===== src/rtl/mem_port_arbiter_pkg.sv =====
// Shared defaults for the word-RAM port arbiter: bus widths, tag field and requester indices.
package mem_port_arbiter_pkg;

  localparam int DEF_NUM_REQ    = 2;
  localparam int DEF_ADDR_WIDTH = 16;
  localparam int DEF_DATA_WIDTH = 20;
  localparam int DEF_MAX_LOCK   = 8;

  // 20-bit word = 4-bit type tag over a 16-bit value
  localparam int TAG_MSB = 19;
  localparam int TAG_LSB = 16;

  localparam int REQ_CORE = 0;
  localparam int REQ_HOST = 1;
  localparam int REQ_DMA  = 2;

  function automatic int next_idx(input int idx, input int n);
    return (idx + 1 >= n) ? 0 : idx + 1;
  endfunction

endpackage


===== src/rtl/mem_port_arbiter_if.sv =====
// Requester-side and RAM-side bundle of the arbiter; slave is the arbiter view, master the surroundings.
interface mem_port_arbiter_if
  import mem_port_arbiter_pkg::*;
#(
  parameter int NUM_REQ    = DEF_NUM_REQ,
  parameter int ADDR_WIDTH = DEF_ADDR_WIDTH,
  parameter int DATA_WIDTH = DEF_DATA_WIDTH
);
  logic [NUM_REQ-1:0]            req_i;
  logic [NUM_REQ-1:0]            lock_i;
  logic [NUM_REQ-1:0]            write_i;
  logic [NUM_REQ*ADDR_WIDTH-1:0] addr_i;
  logic [NUM_REQ*DATA_WIDTH-1:0] wdata_i;
  logic [NUM_REQ-1:0]            grant_o;
  logic [NUM_REQ-1:0]            rvalid_o;
  logic [DATA_WIDTH-1:0]         rdata_o;
  logic [ADDR_WIDTH-1:0]         mem_addr_o;
  logic [DATA_WIDTH-1:0]         mem_wdata_o;
  logic                          mem_write_o;
  logic [DATA_WIDTH-1:0]         mem_rdata_i;

  modport slave (
    input  req_i, lock_i, write_i, addr_i, wdata_i, mem_rdata_i,
    output grant_o, rvalid_o, rdata_o, mem_addr_o, mem_wdata_o, mem_write_o
  );

  modport master (
    output req_i, lock_i, write_i, addr_i, wdata_i, mem_rdata_i,
    input  grant_o, rvalid_o, rdata_o, mem_addr_o, mem_wdata_o, mem_write_o
  );
endinterface


===== src/rtl/mem_port_arbiter_rr_picker.sv =====
// Rotate-priority one-hot select: first set request at or after start, wrapping; purely combinational.
module mem_port_arbiter_rr_picker #(
  parameter int N  = 2,
  parameter int PW = 1
) (
  input  logic [N-1:0]  req,
  input  logic [PW-1:0] start,
  output logic [N-1:0]  gnt,
  output logic [PW-1:0] idx,
  output logic          any
);

  always_comb begin
    int k;
    k   = 0;
    gnt = '0;
    idx = '0;
    any = 1'b0;
    for (int i = 0; i < N; i++) begin
      k = int'(start) + i;
      if (k >= N) k = k - N;
      if (!any && req[k]) begin
        any = 1'b1;
        idx = PW'(k);
      end
    end
    if (any) gnt[idx] = 1'b1;
  end

endmodule


===== src/rtl/mem_port_arbiter.sv =====
// Round-robin single-port RAM arbiter with bounded lock; same-cycle grant, read data 1 cycle later.
// Losers simply wait: requesters hold req/addr/wdata until their grant cycle.
module mem_port_arbiter
  import mem_port_arbiter_pkg::*;
#(
  parameter int NUM_REQ    = DEF_NUM_REQ,
  parameter int ADDR_WIDTH = DEF_ADDR_WIDTH,
  parameter int DATA_WIDTH = DEF_DATA_WIDTH,
  parameter int MAX_LOCK   = DEF_MAX_LOCK
) (
  input logic clk,
  input logic reset_n,
  mem_port_arbiter_if.slave bus
);

  localparam int PW = (NUM_REQ > 1) ? $clog2(NUM_REQ) : 1;
  localparam int CW = $clog2(MAX_LOCK + 1);

  logic [PW-1:0]      ptr_q;
  logic [PW-1:0]      owner_q;
  logic               owner_vld_q;
  logic [CW-1:0]      lock_cnt_q;
  logic [NUM_REQ-1:0] rvalid_q;

  logic [NUM_REQ-1:0] pick_gnt;
  logic [PW-1:0]      pick_idx;
  logic               pick_any;
  logic               owner_active;
  logic [NUM_REQ-1:0] grant;
  logic [PW-1:0]      win_idx;
  logic               win_any;
  logic [CW-1:0]      cnt_inc;

  mem_port_arbiter_rr_picker #(.N(NUM_REQ), .PW(PW)) u_picker (
    .req   (bus.req_i),
    .start (ptr_q),
    .gnt   (pick_gnt),
    .idx   (pick_idx),
    .any   (pick_any)
  );

  // Owner keeps the port only while it still asserts both req and lock.
  assign owner_active = owner_vld_q && bus.req_i[owner_q] && bus.lock_i[owner_q];
  assign cnt_inc      = (owner_active ? lock_cnt_q : '0) + CW'(1);

  always_comb begin
    grant   = pick_gnt;
    win_idx = pick_idx;
    win_any = pick_any;
    if (owner_active) begin
      grant          = '0;
      grant[owner_q] = 1'b1;
      win_idx        = owner_q;
      win_any        = 1'b1;
    end
    if (!reset_n) begin
      grant   = '0;
      win_any = 1'b0;
    end
  end

  assign bus.grant_o     = grant;
  assign bus.rvalid_o    = rvalid_q;
  assign bus.rdata_o     = bus.mem_rdata_i;
  assign bus.mem_write_o = win_any & bus.write_i[win_idx];
  assign bus.mem_addr_o  = win_any ? bus.addr_i[win_idx*ADDR_WIDTH +: ADDR_WIDTH] : '0;
  assign bus.mem_wdata_o = win_any ? bus.wdata_i[win_idx*DATA_WIDTH +: DATA_WIDTH] : '0;

  always_ff @(posedge clk or negedge reset_n) begin
    if (!reset_n) begin
      ptr_q       <= '0;
      owner_q     <= '0;
      owner_vld_q <= 1'b0;
      lock_cnt_q  <= '0;
      rvalid_q    <= '0;
    end else begin
      rvalid_q    <= grant & ~bus.write_i;
      owner_vld_q <= 1'b0;
      lock_cnt_q  <= '0;
      if (win_any) begin
        // Pointer moves past the winner, so a forced release hands priority to the others.
        ptr_q <= PW'(next_idx(int'(win_idx), NUM_REQ));
        if (bus.lock_i[win_idx] && cnt_inc != CW'(MAX_LOCK)) begin
          owner_vld_q <= 1'b1;
          owner_q     <= win_idx;
          lock_cnt_q  <= cnt_inc;
        end
      end
    end
  end

endmodule


===== src/flat_wrapper.sv =====
// flat-port wrapper written by rule: the top's interface ports become plain ports
module mem_port_arbiter_flat import mem_port_arbiter_pkg::*;
#(
  parameter int NUM_REQ    = DEF_NUM_REQ,
  parameter int ADDR_WIDTH = DEF_ADDR_WIDTH,
  parameter int DATA_WIDTH = DEF_DATA_WIDTH,
  parameter int MAX_LOCK   = DEF_MAX_LOCK
)
  (clk, reset_n, bus_req_i, bus_lock_i, bus_write_i, bus_addr_i, bus_wdata_i, bus_mem_rdata_i, bus_grant_o, bus_rvalid_o, bus_rdata_o, bus_mem_addr_o, bus_mem_wdata_o, bus_mem_write_o);
  mem_port_arbiter_if #(.NUM_REQ(NUM_REQ), .ADDR_WIDTH(ADDR_WIDTH), .DATA_WIDTH(DATA_WIDTH)) bus_i ();
  input logic clk;
  input logic reset_n;
  input wire logic [$bits(bus_i.req_i)-1:0] bus_req_i;
  input wire logic [$bits(bus_i.lock_i)-1:0] bus_lock_i;
  input wire logic [$bits(bus_i.write_i)-1:0] bus_write_i;
  input wire logic [$bits(bus_i.addr_i)-1:0] bus_addr_i;
  input wire logic [$bits(bus_i.wdata_i)-1:0] bus_wdata_i;
  input wire logic [$bits(bus_i.mem_rdata_i)-1:0] bus_mem_rdata_i;
  output wire logic [$bits(bus_i.grant_o)-1:0] bus_grant_o;
  output wire logic [$bits(bus_i.rvalid_o)-1:0] bus_rvalid_o;
  output wire logic [$bits(bus_i.rdata_o)-1:0] bus_rdata_o;
  output wire logic [$bits(bus_i.mem_addr_o)-1:0] bus_mem_addr_o;
  output wire logic [$bits(bus_i.mem_wdata_o)-1:0] bus_mem_wdata_o;
  output wire logic [$bits(bus_i.mem_write_o)-1:0] bus_mem_write_o;
  assign bus_i.req_i = bus_req_i;
  assign bus_i.lock_i = bus_lock_i;
  assign bus_i.write_i = bus_write_i;
  assign bus_i.addr_i = bus_addr_i;
  assign bus_i.wdata_i = bus_wdata_i;
  assign bus_i.mem_rdata_i = bus_mem_rdata_i;
  assign bus_grant_o = bus_i.grant_o;
  assign bus_rvalid_o = bus_i.rvalid_o;
  assign bus_rdata_o = bus_i.rdata_o;
  assign bus_mem_addr_o = bus_i.mem_addr_o;
  assign bus_mem_wdata_o = bus_i.mem_wdata_o;
  assign bus_mem_write_o = bus_i.mem_write_o;
  mem_port_arbiter #(.NUM_REQ(NUM_REQ), .ADDR_WIDTH(ADDR_WIDTH), .DATA_WIDTH(DATA_WIDTH), .MAX_LOCK(MAX_LOCK)) u_core (.clk(clk), .reset_n(reset_n), .bus(bus_i));
endmodule

===== config.mk =====
export PLATFORM = sky130hd
export DESIGN_NAME = mem_port_arbiter_flat
export DESIGN_NICKNAME = d
export VERILOG_FILES = /design/src/rtl/mem_port_arbiter_pkg.sv /design/src/rtl/mem_port_arbiter_if.sv /design/src/rtl/mem_port_arbiter_rr_picker.sv /design/src/rtl/mem_port_arbiter.sv /design/src/flat_wrapper.sv
export SDC_FILE = /design/constraint.sdc
export NUM_CORES = 1
export LEC_CHECK = 0
export CORE_ASPECT_RATIO = 1.5
export CORE_MARGIN = 2
export CORE_UTILIZATION = 27
export DETAILED_ROUTE_END_ITERATION = 10
export PLACE_DENSITY = 0.87
export SETUP_SLACK_MARGIN = 0.5
export SLEW_MARGIN = 20
export SYNTH_ARGS = -nofsm -noshare
export SYNTH_HDL_FRONTEND = slang
export SYNTH_SLANG_ARGS = --single-unit

===== constraint.sdc =====
create_clock -name clk -period 4.05 [get_ports clk]
set_input_delay 0.6075 -clock clk [delete_from_list [all_inputs] [get_ports clk]]
set_output_delay 0.6075 -clock clk [all_outputs]
set_load 0.05 [all_outputs]

==> run summary <==
element type at the critical path end = primary output
final worst path period share = 82.86%
filler instances = 401
Via Count = 1599
synthesized area = 0.001201 mm2
n_diodes = 0
Worst-Margin Slew = 574.7 ps
register area share after synthesis = 18.75%
H-tree depth = 1
Slew headroom = 61.69%
crit-path max FO = 11
drt via density = 4.816
Die Ht = 85.69 um
Pre-antenna DRT Iters = 4
WS Path Type = in2out
Worst EP arrival = 2750 ps
I/O pins = 161
wire per inst = 14.49 um
Core Footprint = 0.004245 mm2
postcts setup bufs = 0
synth warn = 0
Sink Count = 9
Global Route Usage Sum = 18.89%
clk buf depth = 2
Num CTS Buffers = 3
port buffer count = 120
Peak Freq = 298.0 MHz
Rows = 29
Max Cap Viol = 0
synthesized flop and latch total = 9
initial drt markers = 74
TritonCTS clock tree = built
Clock transition at path regs = 40 ps
Initial Util = 28.29%
residual DRC count = 0
Syn Inst Count = 188
hpwl dp = 3.742 mm
endpoints failing setup = 0
Net Count, Synth = 288
worst setup path start = bus_req_i[1]
DIE AREA = 0.005009 mm2
die width = 58.46 um
Final Max Tran Viols = 0
ANT nets after route = 0
vias in the first global route = 1625
worst skew pair latency = 240 ps
setup TNS = 0 ps
largest net degree at the start of global routing = 32
Area Overhead vs Synth = 93.85%
synth unique cells = 29
Worst IR Drop VDD = 0.2463 mV
initial antenna violation count = 0
first-pass GRT wire length = 7.493 mm
routability cong. = 0.8306
Nets = 387
type of the worst min-delay path = reg2reg
r2r startpoint = u_core.owner_q
share of layout cells above drive strength 1 = 21.68%
status = finished, final reports clean
final wirelength = 4.811 mm
Lkg Pwr = 1.145 nW
hold path start = u_core.lock_cnt_q[3]
RSZ-0062 raised after global routing = no
Syn Area/Cell = 6.389 um2
final core occ = 54.85%
skew final = 1.940 ps
post-cts hold buffer count = 0
power per cell area = 255.1 mW/mm2
startpoint types = input pin
CTS Root Cell = clkbuf_8
min Tclk post-route = 3356 ps
grt ovf = 0
Hold Violations, Final = 0
CP required = 3440 ps
[critical path: stages]
cell	delay, ps
clkdlybuf4s50_1	540
nand4_1	330
o221ai_4	260
nor2_1	180
clkdlybuf4s50_1	820
[cell type report]
class	count	area, um2	area share [%]
clock inverter	1	5.005	0.2149
inverter	1	3.754	0.1612
clock buffer	3	41.29	1.773
multi-input combinational	147	789.5	33.91
tap	46	57.56	2.472
timing repair buffer	125	1206	51.80
sequential	9	225.2	9.672
[cells in the final DEF (no fill, tap or decap), drive strengths merged, types with 2 or more instances in the layout]
cell type,count
dfrtp,9
clkbuf,3
nor2,6
o221ai,2
dlymetal6s2s,10
nand2,79
clkdlybuf4s50,82
buf,33
and2,2
nand3,3
a21oi,40
[metrics by stage]
stage | hold slack (ps) | power, mW | setup WS (ps) | area (um2) | cells
finish | 516.6 | 0.5940 | 694.3 | 2328 | 332
global route | 538.9 | 0.6260 | 543.1 | 2328 | 332
CTS | 512.1 | 0.6011 | 502.9 | 2303 | 332
detailed placement | 504.4 | 0.4887 | 410.1 | 2233 | 327
global placement | 483.9 | 0.4847 | 456.1 | 2233 | 327
floorplan | 311.9 | 0.3872 | 1387 | 1201 | 188
[report_power, final]
| part | switching [mW] | internal [mW] |
|---|---|---|
| sequential | 0.00606 | 0.0971 |
| clock | 0.0364 | 0.0671 |
| combinational | 0.227 | 0.160 |
| total | 0.270 | 0.324 |
[per-layer routing]
layer	up-vias	share of wire (%)	GRT usage [%]
li1	799	-	-
met1	707	33	18.23
met2	76	51	34.93
met3	17	11	4.977
met4	0	4.4	10.36
met5	-	0	0
[cells by family after synthesis]
logic type	Yosys count	share of synthesized area [%]
flops	9	18.75
xor+xnor	2	1.459
buf+inv	33	19.37
simple gates	96	34.58
compound gates	48	25.83
[flip-flops by register name (all words and copies together) (netlist names)]
signal / cells
u_core.lock_cnt_q: 4
u_core.bus.rvalid_o: 2
u_core.owner_q: 1
u_core.owner_vld_q: 1
u_core.ptr_q: 1
[Yosys cell counts, drive strengths merged]
library cell | number | area share, %
nor2b | 1 | 0.52
nor2 | 6 | 1.9
o221a | 1 | 0.94
clkbuf | 3 | 0.94
a21oi | 40 | 20
nand3 | 3 | 1.2
nand4 | 1 | 0.52
a22oi | 1 | 0.63
and2 | 2 | 1.0
a21o | 1 | 0.63
nand2 | 79 | 27
a32o | 1 | 0.83
dfrtp | 9 | 19
inv | 1 | 0.31
buf | 29 | 18
and3b | 1 | 0.73
nand2b | 1 | 0.52
a2bb2oi | 1 | 0.73
nor3 | 1 | 0.42
o221ai | 1 | 1.2
xor2 | 1 | 0.73
o21a | 1 | 0.63
nand4b | 1 | 0.73
xnor2 | 1 | 0.73
o21ai | 1 | 0.42
[repair_timing]
action                     CTS  global route
resized for setup            1            10
pin swaps                    1             0
setup endpoints to repair   10            10
cloned                       1             0
[final timing paths]
check / to / slack (ps) / cells past startpoint
max: bus_grant_o[0] / 690 / 5
min: u_core.lock_cnt_q[3] / 520 / 2
max reg2reg: u_core.bus.rvalid_o[1] / 2570 / 4
min reg2reg: u_core.lock_cnt_q[3] / 520 / 2
max in group asynchronous: u_core.bus.rvalid_o[0] / 3080 / 2
min in group asynchronous: u_core.owner_vld_q / 820 / 2
Power figures use the tool's default switching activity.
